$ cat src/rtl/adaptive_traffic_controller.sv
// Highway/local-road intersection controller with flash mode.
// Ports: clk, rst (sync, active-high), lr_has_car, flash_mode, ped_req
//        in; hw_light, lr_light {g,y,r}, ped_walk, state (debug) out.
// Optional macro PED_REQ_EN builds the pedestrian request latch.
module adaptive_traffic_controller #(
  parameter int HW_MIN_GREEN = 70,
  parameter int LR_GREEN     = 70,
  parameter int YELLOW       = 25,
  parameter int ALL_RED      = 1,
  parameter int FLASH_HALF   = 10,
  parameter int CNT_W        = 8
) (
  input  logic       clk,
  input  logic       rst,
  input  logic       lr_has_car,
  input  logic       flash_mode,
  input  logic       ped_req,
  output logic [2:0] hw_light,
  output logic [2:0] lr_light,
  output logic       ped_walk,
  output logic [2:0] state
);

  typedef enum logic [2:0] {
    HW_GREEN   = 3'd0,
    HW_YELLOW  = 3'd1,
    CLR_A      = 3'd2,
    LR_GREEN_S = 3'd3,
    LR_YELLOW  = 3'd4,
    CLR_B      = 3'd5,
    FLASH      = 3'd6,
    ST_BAD     = 3'd7
  } state_t;

  localparam logic [CNT_W-1:0] T_HWG =
    CNT_W'(HW_MIN_GREEN - 1);
  localparam logic [CNT_W-1:0] T_LRG =
    CNT_W'(LR_GREEN - 1);
  localparam logic [CNT_W-1:0] T_YEL =
    CNT_W'(YELLOW - 1);
  localparam logic [CNT_W-1:0] T_CLR =
    CNT_W'(ALL_RED - 1);
  localparam logic [CNT_W-1:0] T_FLS =
    CNT_W'(FLASH_HALF - 1);

  state_t           st;
  state_t           st_nx;
  logic [CNT_W-1:0] cnt;
  logic [CNT_W-1:0] fcnt;
  logic             blink;
  logic             svc;

`ifdef PED_REQ_EN
  logic ped_lat;

  // A press on the very entry edge must survive the clear.
  always_ff @(posedge clk) begin
    if (rst) begin
      ped_lat <= 1'b0;
    end else if (ped_req) begin
      ped_lat <= 1'b1;
    end else if (st_nx == LR_GREEN_S &&
                 st != LR_GREEN_S) begin
      ped_lat <= 1'b0;
    end
  end

  assign svc      = lr_has_car | ped_lat;
  assign ped_walk = (st == LR_GREEN_S);
`else
  logic unused_ped;

  assign unused_ped = ped_req;
  assign svc        = lr_has_car;
  assign ped_walk   = 1'b0;
`endif

  always_ff @(posedge clk) begin
    if (rst) begin
      st  <= HW_GREEN;
      cnt <= '0;
    end else begin
      st <= st_nx;
      if (st_nx != st) begin
        cnt <= '0;
      end else if (cnt != '1) begin
        cnt <= cnt + 1'b1;
      end
    end
  end

  // Blink phase restarts at 1 every time FLASH is entered.
  always_ff @(posedge clk) begin
    if (rst) begin
      blink <= 1'b1;
      fcnt  <= '0;
    end else if (st != FLASH) begin
      blink <= 1'b1;
      fcnt  <= '0;
    end else if (fcnt == T_FLS) begin
      blink <= ~blink;
      fcnt  <= '0;
    end else begin
      fcnt <= fcnt + 1'b1;
    end
  end

  always_comb begin
    st_nx = st;
    unique case (st)
      HW_GREEN: begin
        if (cnt >= T_HWG && svc)
          st_nx = HW_YELLOW;
      end
      HW_YELLOW: begin
        if (cnt == T_YEL)
          st_nx = CLR_A;
      end
      CLR_A: begin
        if (cnt == T_CLR)
          st_nx = flash_mode ? FLASH : LR_GREEN_S;
      end
      LR_GREEN_S: begin
        if (cnt == T_LRG)
          st_nx = LR_YELLOW;
      end
      LR_YELLOW: begin
        if (cnt == T_YEL)
          st_nx = CLR_B;
      end
      CLR_B: begin
        if (cnt == T_CLR)
          st_nx = flash_mode ? FLASH : HW_GREEN;
      end
      FLASH: begin
        if (!flash_mode)
          st_nx = CLR_B;
      end
      ST_BAD: st_nx = CLR_B;
    endcase
  end

  always_comb begin
    hw_light = 3'b001;
    lr_light = 3'b001;
    unique case (st)
      HW_GREEN:   hw_light = 3'b100;
      HW_YELLOW:  hw_light = 3'b010;
      LR_GREEN_S: lr_light = 3'b100;
      LR_YELLOW:  lr_light = 3'b010;
      FLASH: begin
        hw_light = blink ? 3'b010 : 3'b000;
        lr_light = blink ? 3'b001 : 3'b000;
      end
      CLR_A, CLR_B, ST_BAD: ;
    endcase
  end

  assign state = st;

endmodule

$ cat config.mk
export PLATFORM = sky130hd
export DESIGN_NAME = adaptive_traffic_controller
export DESIGN_NICKNAME = d
export VERILOG_FILES = /design/src/rtl/adaptive_traffic_controller.sv
export SDC_FILE = /design/constraint.sdc
export NUM_CORES = 1
export LEC_CHECK = 0
export CAP_MARGIN = 20
export CORE_ASPECT_RATIO = 1.4
export CORE_MARGIN = 2
export CORE_UTILIZATION = 45
export DETAILED_ROUTE_END_ITERATION = 10
export GPL_ROUTABILITY_DRIVEN = 0
export PLACE_DENSITY = 0.66
export REMOVE_ABC_BUFFERS = 1
export SLEW_MARGIN = 20
export SYNTH_ARGS = -nofsm -noshare
export SYNTH_HDL_FRONTEND = slang
export SYNTH_SLANG_ARGS = --single-unit
export TNS_END_PERCENT = 5
$ cat constraint.sdc
create_clock -name clk -period 3.8 [get_ports clk]
set_input_delay 0.57 -clock clk [delete_from_list [all_inputs] [get_ports clk]]
set_output_delay 0.57 -clock clk [all_outputs]
set_load 0.02 [all_outputs]
==> flow_metrics.env, run 1 <==
export IMPL_status="finished, final reports clean"
export IMPL_synth_warnings=0
export IMPL_grt_use_met3_pct=2.47
export IMPL_grt_use_total_pct=16.7
export IMPL_use_met2_pct=30.1
export IMPL_finalSetupTns_ns=0
export IMPL_postRouteWirelength_um=2500
export IMPL_nFillCells=268
export IMPL_cts_root_buf="clkbuf_4"
export IMPL_rows=22
export IMPL_max_freq_mhz=373
export IMPL_clk_path_buf_depth=2
export IMPL_cpPeakStageDelay_ns=0.62
export IMPL_core_mm2=0.00264
export IMPL_regToRegStartpoint="cnt[0]"
export IMPL_avgSynthCellArea_um2=8.65
export IMPL_grt_pass1_vias=1030
export IMPL_setup_worst_path_end_class="primary output"
export IMPL_post_cts_buffers=0
export IMPL_cts_buffers=3
export IMPL_fin_cells=190
export IMPL_utilization_pct=53.6
export IMPL_clock_latency_ns=0.30
export IMPL_power_leakage_nw=0.510
export IMPL_ys_flop_type="dfxtp_1"
export IMPL_place_inst=186
export IMPL_antenna_left=0
export IMPL_rrSetupSlack_ns=1.53
export IMPL_worstHoldStart="fcnt[0]"
export IMPL_vias=1096
export IMPL_synth_area_mm2=0.00125
export IMPL_grtUsageMet1_pct=18.0
export IMPL_async_flop_share_pct=0
export IMPL_synthTopCellsByCount="dfxtp_1 (20), nor2_1 (15), nand3_1 (12)"
export IMPL_syn_inst=145
export IMPL_rsz0062_at_grt="no"
export IMPL_tightest_slew_ns=0.530
export IMPL_layout_min_cycle_time_ns=2.68
export IMPL_skew_ns=0.00181
export IMPL_ys_seq_elements=20
export IMPL_die_y_um=66.5
export IMPL_hold_path_class="register to register"
export IMPL_yosysTopAreaCellShare_pct=31.9
export IMPL_diodes=0
export IMPL_htreeDepth=1
export IMPL_cp_top_family="buffers and inverters"
export IMPL_cp_data_arrival_time_ns=2.11
export IMPL_cp_start_kind="register"
export IMPL_io_pin_count=15
export IMPL_ctsHoldBuffers=0
export IMPL_worst_ep_required_time_ns=3.23
export IMPL_holdPathEnd="fcnt[0]"
export IMPL_cts_tree="done"
export IMPL_postCtsResizedCells=0
export IMPL_r2r_end="cnt[6]"
export IMPL_ff2ff_path_depth=7
export IMPL_nNetsFinal=165
export IMPL_synth_area_leaders="dfxtp_1 (32%), ha_1 (5.0%), xor2_1 (4.9%), nand3_1 (4.8%), nor2_1 (4.5%)"
export IMPL_power_density_mw_per_mm2=263
export IMPL_port_buffers=12
export IMPL_slew_viol_final=0
export IMPL_yosysTopAreaCell="dfxtp_1"
export IMPL_synth_most_common_cell="dfxtp_1"
export IMPL_relSlewSlack_pct=64.6
export IMPL_dp_final_hpwl_um=1860
export IMPL_setup_violations=0
export IMPL_die_w_um=48.6
export IMPL_clkTransAtPathRegs_ns=0.11
export IMPL_power_w=0.000372
export IMPL_drc=0
export IMPL_dieArea_mm2=0.00323
export IMPL_clock_sinks=20
export IMPL_drtPass1Iterations=4
export IMPL_overflow=0
export IMPL_drive_above_1_share_pct=8.44
export IMPL_cp_cell_sequence="inv_1 -> nor2_1 -> nand3_1 -> o21ai_0 -> clkdlybuf4s50_1"
export IMPL_areaGrowthSynthToFinish_pct=13.1
export IMPL_holdPathStages=1
export IMPL_start_util_pct=47.4
export IMPL_finalHoldViolCount=0
export IMPL_critical_path_class="register to primary output"
export IMPL_cp_max_fo=12
export IMPL_period_share_pct=70.5
export IMPL_yosysSeqAreaShare_pct=31.9
export IMPL_irDropWorstVdd_mv=0.154
export IMPL_post_drt_wl_per_cell_um=13.1
export IMPL_critPathSlowestCell="clkdlybuf4s50_1"
export IMPL_synth_edff_count=0
export IMPL_grt_first_pass_wirelength_um=4220
export IMPL_viasPerCell=5.77
export IMPL_antenna_found_initial=0
export IMPL_synth_distinct_cells=46
export IMPL_worst_path_buf_inv=2
export IMPL_top_usage_layer="met2"
export IMPL_grt_max_degree=18
export IMPL_drt_first_iter_violations=20
export IMPL_drv_cap=0
[how the worst max path moves through the flow]
stage	start	cells after the start	to	slack (ns)
4_1_cts	state[2]	5	hw_light[1]	1.09
5_1_grt	state[2]	5	hw_light[1]	0.96
3_5_place_dp	state[2]	5	hw_light[1]	1.47
3_3_place_gp	state[2]	5	hw_light[1]	1.47
6_report	state[2]	5	hw_light[1]	1.12
2_1_floorplan	cnt[0]	7	cnt[6]	1.74
[power breakdown]
group / internal [W] / leakage [nW] / switching (W)
clock network: 0.0000584 / 0.0210 / 0.0000654
logic: 0.0000148 / 0.327 / 0.0000181
registers: 0.000212 / 0.162 / 0.00000325
[layer usage]
layer / up-vias / wire (um)
met5: - / 0
met4: 0 / 47
met3: 6 / 77
met2: 26 / 1280
met1: 515 / 1090
li1: 549 / -
[state kept, by name (all words and copies together), names as in the netlist]
signal	cells
cnt	8
fcnt	8
state	3
blink	1
[cell families (layout without fill, tap and decap cells)]
| group | after synthesis | after routing | synth area share, % |
|---|---|---|---|
| compound gates | 28 | 28 | 16.4 |
| simple gates | 67 | 67 | 33.6 |
| buf+inv | 13 | 22 | 4.79 |
| mux | 2 | 2 | 1.70 |
| flops | 20 | 20 | 31.9 |
| fa+ha+maj | 5 | 5 | 4.99 |
| xor+xnor | 9 | 9 | 6.29 |
| other cells | 1 | 1 | 0.299 |
[layout by cell type, fill, tap and decap left out, drive strengths merged, types with 3 or more instances in the layout]
cell,count
o21ai,7
nand2b,4
nor3,9
nor2,15
clkdlybuf4s50,12
nand2,6
nand4,3
xor2,7
nand3,12
a21oi,7
clkbuf,4
nor4b,3
and3,4
inv,6
dfxtp,20
nor4,3
ha,5
[cell type report]
type	instances	area (um^2)	share of cell area (%)
Clock buffer	4	36.3	2.56
Inverter	6	22.5	1.59
Multi-Input combinational cell	112	793	56.0
Sequential cell	20	400	28.2
Tap cell	36	45.0	3.18
Timing Repair Buffer	12	120	8.47
[metrics by stage]
step,worst slack (ns),cell area (um^2),hold WS [ns]
2_1_floorplan,1.74,1220,0.453
3_3_place_gp,1.47,1380,0.476
3_5_place_dp,1.47,1380,0.487
4_1_cts,1.09,1420,0.513
5_1_grt,0.963,1420,0.543
6_report,1.12,1420,0.506
Note: power is estimated with default switching activity, not from simulation.
==> run 2, diff against run 1 <==
PLACE_DENSITY = 0.68   (was 0.66)
clock period = 2.22 ns   (was 3.8 ns; I/O delays follow)
==> flow_metrics.env, run 2 (synthesized netlist as in run 1, its figures left out) <==
export IMPL_status="finished, final reports clean"
export IMPL_grt_max_degree=17
export IMPL_viasPerCell=5.60
export IMPL_layout_common_cells="dfxtp_1 (18), nor2_1 (15), nand3_1 (12), clkdlybuf4s50_1 (11), buf_4 (8)"
export IMPL_layout_min_cycle_time_ns=2.16
export IMPL_ctsHoldBuffers=0
export IMPL_period_share_pct=97.5
export IMPL_power_density_mw_per_mm2=492
export IMPL_dieArea_mm2=0.00323
export IMPL_finalHoldViolCount=0
export IMPL_slew_viol_final=0
export IMPL_wl_met2_um=1410
export IMPL_rsz0062_at_grt="yes"
export IMPL_drv_cap=0
export IMPL_rows=22
export IMPL_drtPass1Iterations=4
export IMPL_post_drt_wl_per_cell_um=13.4
export IMPL_hold_path_class="register to register"
export IMPL_vias=1109
export IMPL_setup_violations=0
export IMPL_worst_ep_required_time_ns=2.44
export IMPL_power_w=0.000741
export IMPL_clock_latency_ns=0.31
export IMPL_core_mm2=0.00264
export IMPL_cts_buffers=3
export IMPL_start_util_pct=47.4
export IMPL_wl_met1_um=1100
export IMPL_critical_path_class="register to register"
export IMPL_die_y_um=66.5
export IMPL_power_leakage_nw=0.579
export IMPL_die_w_um=48.6
export IMPL_max_freq_mhz=462
export IMPL_dp_final_hpwl_um=2020
export IMPL_antenna_found_initial=0
export IMPL_skew_ns=0.00768
export IMPL_io_pin_count=15
export IMPL_finalSetupTns_ns=0
export IMPL_areaGrowthSynthToFinish_pct=20.3
export IMPL_post_cts_buffers=0
export IMPL_clkTransAtPathRegs_ns=0.12
export IMPL_antenna_left=0
export IMPL_drive_above_1_share_pct=16.0
export IMPL_grt_pass1_vias=1110
export IMPL_diodes=0
export IMPL_clk_path_buf_depth=2
export IMPL_nFillCells=264
export IMPL_ff2ff_path_depth=7
export IMPL_drc=0
export IMPL_clock_sinks=20
export IMPL_overflow=0
export IMPL_setup_worst_path_end_class="register"
export IMPL_cp_data_arrival_time_ns=2.39
export IMPL_holdPathStages=1
export IMPL_nNetsFinal=173
export IMPL_postRouteWirelength_um=2650
export IMPL_drt_first_iter_violations=27
export IMPL_port_buffers=12
export IMPL_cts_root_buf="clkbuf_4"
export IMPL_irDropWorstVdd_mv=0.365
export IMPL_cp_start_kind="register"
export IMPL_met3WireLength_um=87
export IMPL_grt_first_pass_wirelength_um=4720
export IMPL_grt_use_total_pct=18.6
export IMPL_dr_max_layer_used="met4"
export IMPL_layout_commonest_cell="dfxtp_1"
export IMPL_cp_max_fo=8
export IMPL_htreeDepth=1
export IMPL_cts_tree="done"
-- run 2: repair_timing --
action | 4_1_cts | 5_1_grt
hold endpoints to repair | 0 | 0
setup endpoints to repair | 0 | 11
resized for setup | 0 | 6
-- run 2: final timing paths --
check / startpoint / endpoint / slack [ns]
worst max-delay path: cnt[1] / cnt[6] / 0.06
worst min-delay path: fcnt[0] / fcnt[0] / 0.51
worst max register to register: cnt[1] / cnt[6] / 0.06
worst min register to register: fcnt[0] / fcnt[0] / 0.51
-- run 2: power breakdown --
group	switching (W)	internal [W]	total (W)
registers	0.00000415	0.000364	0.000368
logic	0.0000354	0.0000348	0.0000702
clock network	0.000120	0.000182	0.000303
total	0.000160	0.000581	0.000741
-- run 2: area by class of cell --
class / instances / area [um^2] / area share (%)
inverters: 6 / 22.5 / 1.49
multi-input cells: 112 / 802 / 53.2
clock buffers: 3 / 22.5 / 1.49
flip-flops and latches: 20 / 403 / 26.7
well taps: 36 / 45.0 / 2.99
repair buffers: 20 / 183 / 12.1
clock inverters: 1 / 30.0 / 1.99
-- run 2: worst max-delay path, cell delays in order (launching register included) --
cell and delay, ns:
dfxtp_2 0.35, inv_2 0.07, ha_2 0.18, or4b_4 0.51
nor4_4 0.16, nor3_2 0.08, o311a_4 0.45, nor4b_4 0.28
-- run 2: metal layers --
layer | vias up | global-route usage [%]
met5 | - | 0
met4 | 0 | 8.21
met3 | 8 | 3.81
met2 | 22 | 34.4
met1 | 516 | 20.3
li1 | 563 | -
-- run 2: metrics by stage --
| step | setup WS, ns | std cells | util, % | cell area [um^2] | hold WS (ns) |
|---|---|---|---|---|---|
| 6_report | 0.0564 | 198 | 57.1 | 1510 | 0.512 |
| 5_1_grt | -0.0120 | 198 | 57.1 | 1510 | 0.553 |
| 4_1_cts | 0.00398 | 198 | 56.5 | 1490 | 0.517 |
| 3_5_place_dp | 0.0424 | 194 | 54.5 | 1440 | 0.494 |
| 3_3_place_gp | 0.0746 | 194 | 54.5 | 1440 | 0.477 |
| 2_1_floorplan | 0.161 | 138 | - | 1220 | 0.402 |
==> run 3, diff against run 2 <==
CORE_MARGIN = not set   (was 2)
==> flow_metrics.env, run 3 (synthesized netlist as in run 1, its figures left out) <==
export IMPL_htreeDepth=1
export IMPL_layout_commonest_cell="dfxtp_1"
export IMPL_period_share_pct=97.9
export IMPL_die_w_um=46.6
export IMPL_layout_min_cycle_time_ns=2.17
export IMPL_worst_ep_required_time_ns=2.44
export IMPL_nNetsFinal=175
export IMPL_dieArea_mm2=0.00300
export IMPL_max_freq_mhz=460
export IMPL_clkTransAtPathRegs_ns=0.13
export IMPL_status="finished, final reports clean"
export IMPL_antenna_found_initial=0
export IMPL_diodes=0
export IMPL_ctsHoldBuffers=0
export IMPL_antenna_left=0
export IMPL_critPathSlowestCell="or4b_4"
export IMPL_clk_path_buf_depth=2
export IMPL_place_inst=196
export IMPL_clock_latency_ns=0.30
export IMPL_cp_cell_sequence="inv_1 -> ha_2 -> or4b_4 -> nor4_4 -> nor3_2 -> o311a_4 -> nor4b_4"
export IMPL_drive_above_1_share_pct=15.9
export IMPL_start_util_pct=47.4
export IMPL_power_leakage_nw=0.570
export IMPL_grt_max_degree=17
export IMPL_grt_pass1_vias=1020
export IMPL_cpPeakStageDelay_ns=0.51
export IMPL_vias=1122
export IMPL_drt_first_iter_violations=36
export IMPL_cp_data_arrival_time_ns=2.39
export IMPL_irDropWorstVdd_mv=0.379
export IMPL_grt_first_pass_wirelength_um=4420
export IMPL_die_y_um=64.5
export IMPL_grtUsageMet1_pct=24.7
export IMPL_cp_max_fo=8
export IMPL_skew_ns=0.0135
export IMPL_rows=22
export IMPL_setup_worst_path_end_class="register"
export IMPL_cts_buffers=3
export IMPL_power_w=0.000742
export IMPL_drv_cap=0
export IMPL_core_mm2=0.00264
export IMPL_grt_use_total_pct=19.4
export IMPL_postRouteWirelength_um=2670
export IMPL_viasPerCell=5.61
export IMPL_drc=0
export IMPL_layout_common_cells="dfxtp_1 (19), nor2_1 (15), nand3_1 (12), clkdlybuf4s50_1 (12), buf_4 (10)"
export IMPL_cts_tree="done"
export IMPL_overflow=0
export IMPL_slew_viol_final=0
export IMPL_ff2ff_path_depth=7
export IMPL_top_usage_layer="met2"
export IMPL_holdPathStages=1
export IMPL_postLayoutCellArea_mm2=0.00152
export IMPL_rsz0062_at_grt="yes"
export IMPL_drtPass1Iterations=4
export IMPL_cp_start_kind="register"
export IMPL_use_met2_pct=33.0
export IMPL_post_drt_wl_per_cell_um=13.3
export IMPL_setup_violations=0
export IMPL_power_density_mw_per_mm2=488
export IMPL_finalSetupTns_ns=0
export IMPL_post_cts_buffers=0
export IMPL_critical_path_class="register to register"
export IMPL_dpl_cell_area_mm2=0.00146
export IMPL_port_buffers=12
export IMPL_clock_sinks=20
export IMPL_dp_final_hpwl_um=1990
export IMPL_io_pin_count=15
export IMPL_whs_ns=0.520
export IMPL_cts_root_buf="clkbuf_4"
export IMPL_finalHoldViolCount=0
export IMPL_areaGrowthSynthToFinish_pct=21.2
export IMPL_grt_use_met3_pct=2.79
export IMPL_fin_cells=200
export IMPL_hold_path_class="register to register"
export IMPL_postCtsResizedCells=0
run 3: changes by cell type in the layout (fill, tap and decap cells not counted):
cell             before  now
buf_4                 8   10
clkdlybuf4s50_1      11   12
dfxtp_1              18   19
dfxtp_2               2    1
dlymetal6s2s_1        1    0
inv_1                 5    6
inv_2                 1    0
run 3: per-layer routing:
metal | share of wire [%] | wire length (um) | up-vias
met5 | 0 | 0 | -
met4 | 0.67 | 18 | 0
met3 | 3.8 | 102 | 2
met2 | 53 | 1410 | 19
met1 | 43 | 1140 | 531
li1 | - | - | 570
run 3: through the flow:
| stage | utilization (%) | setup slack (ns) |
|---|---|---|
| after floorplan | - | 0.161 |
| after global placement | 55.1 | 0.0860 |
| after detailed placement | 55.1 | 0.0558 |
| after CTS | 57.1 | 0.0164 |
| after global routing | 57.5 | -0.0410 |
| final | 57.5 | 0.0472 |
run 3: layout make-up:
cell class / instances / area [um^2]
well taps: 36 / 45.0
repair buffers: 22 / 195
multi-input cells: 112 / 802
inverters: 6 / 22.5
flip-flops and latches: 20 / 402
fillers: 250 / 1120
clock inverters: 1 / 30.0
clock buffers: 3 / 22.5
run 3: power breakdown:
| group | internal, W | leakage (nW) | total, W | switching, W |
|---|---|---|---|---|
| Clock | 0.000182 | 0.0279 | 0.000301 | 0.000119 |
| Sequential | 0.000364 | 0.162 | 0.000367 | 0.00000365 |
| Combinational | 0.0000372 | 0.380 | 0.0000738 | 0.0000367 |
| Total | 0.000583 | 0.570 | 0.000742 | 0.000159 |
run 3: worst max-delay path, delay by kind of cell, from the launching register on:
kind	cells	cell delay (ns)
simple gates	4	1.02
compound gates	1	0.45
flops	1	0.35
fa+ha+maj	1	0.19
buf+inv	1	0.08
run 3: worst paths after layout:
kind / from / to / slack (ns)
worst max-delay path: cnt[1] / cnt[6] / 0.05
worst min-delay path: fcnt[0] / fcnt[0] / 0.52
worst min register to register: fcnt[0] / fcnt[0] / 0.52
worst max register to register: cnt[1] / cnt[6] / 0.05
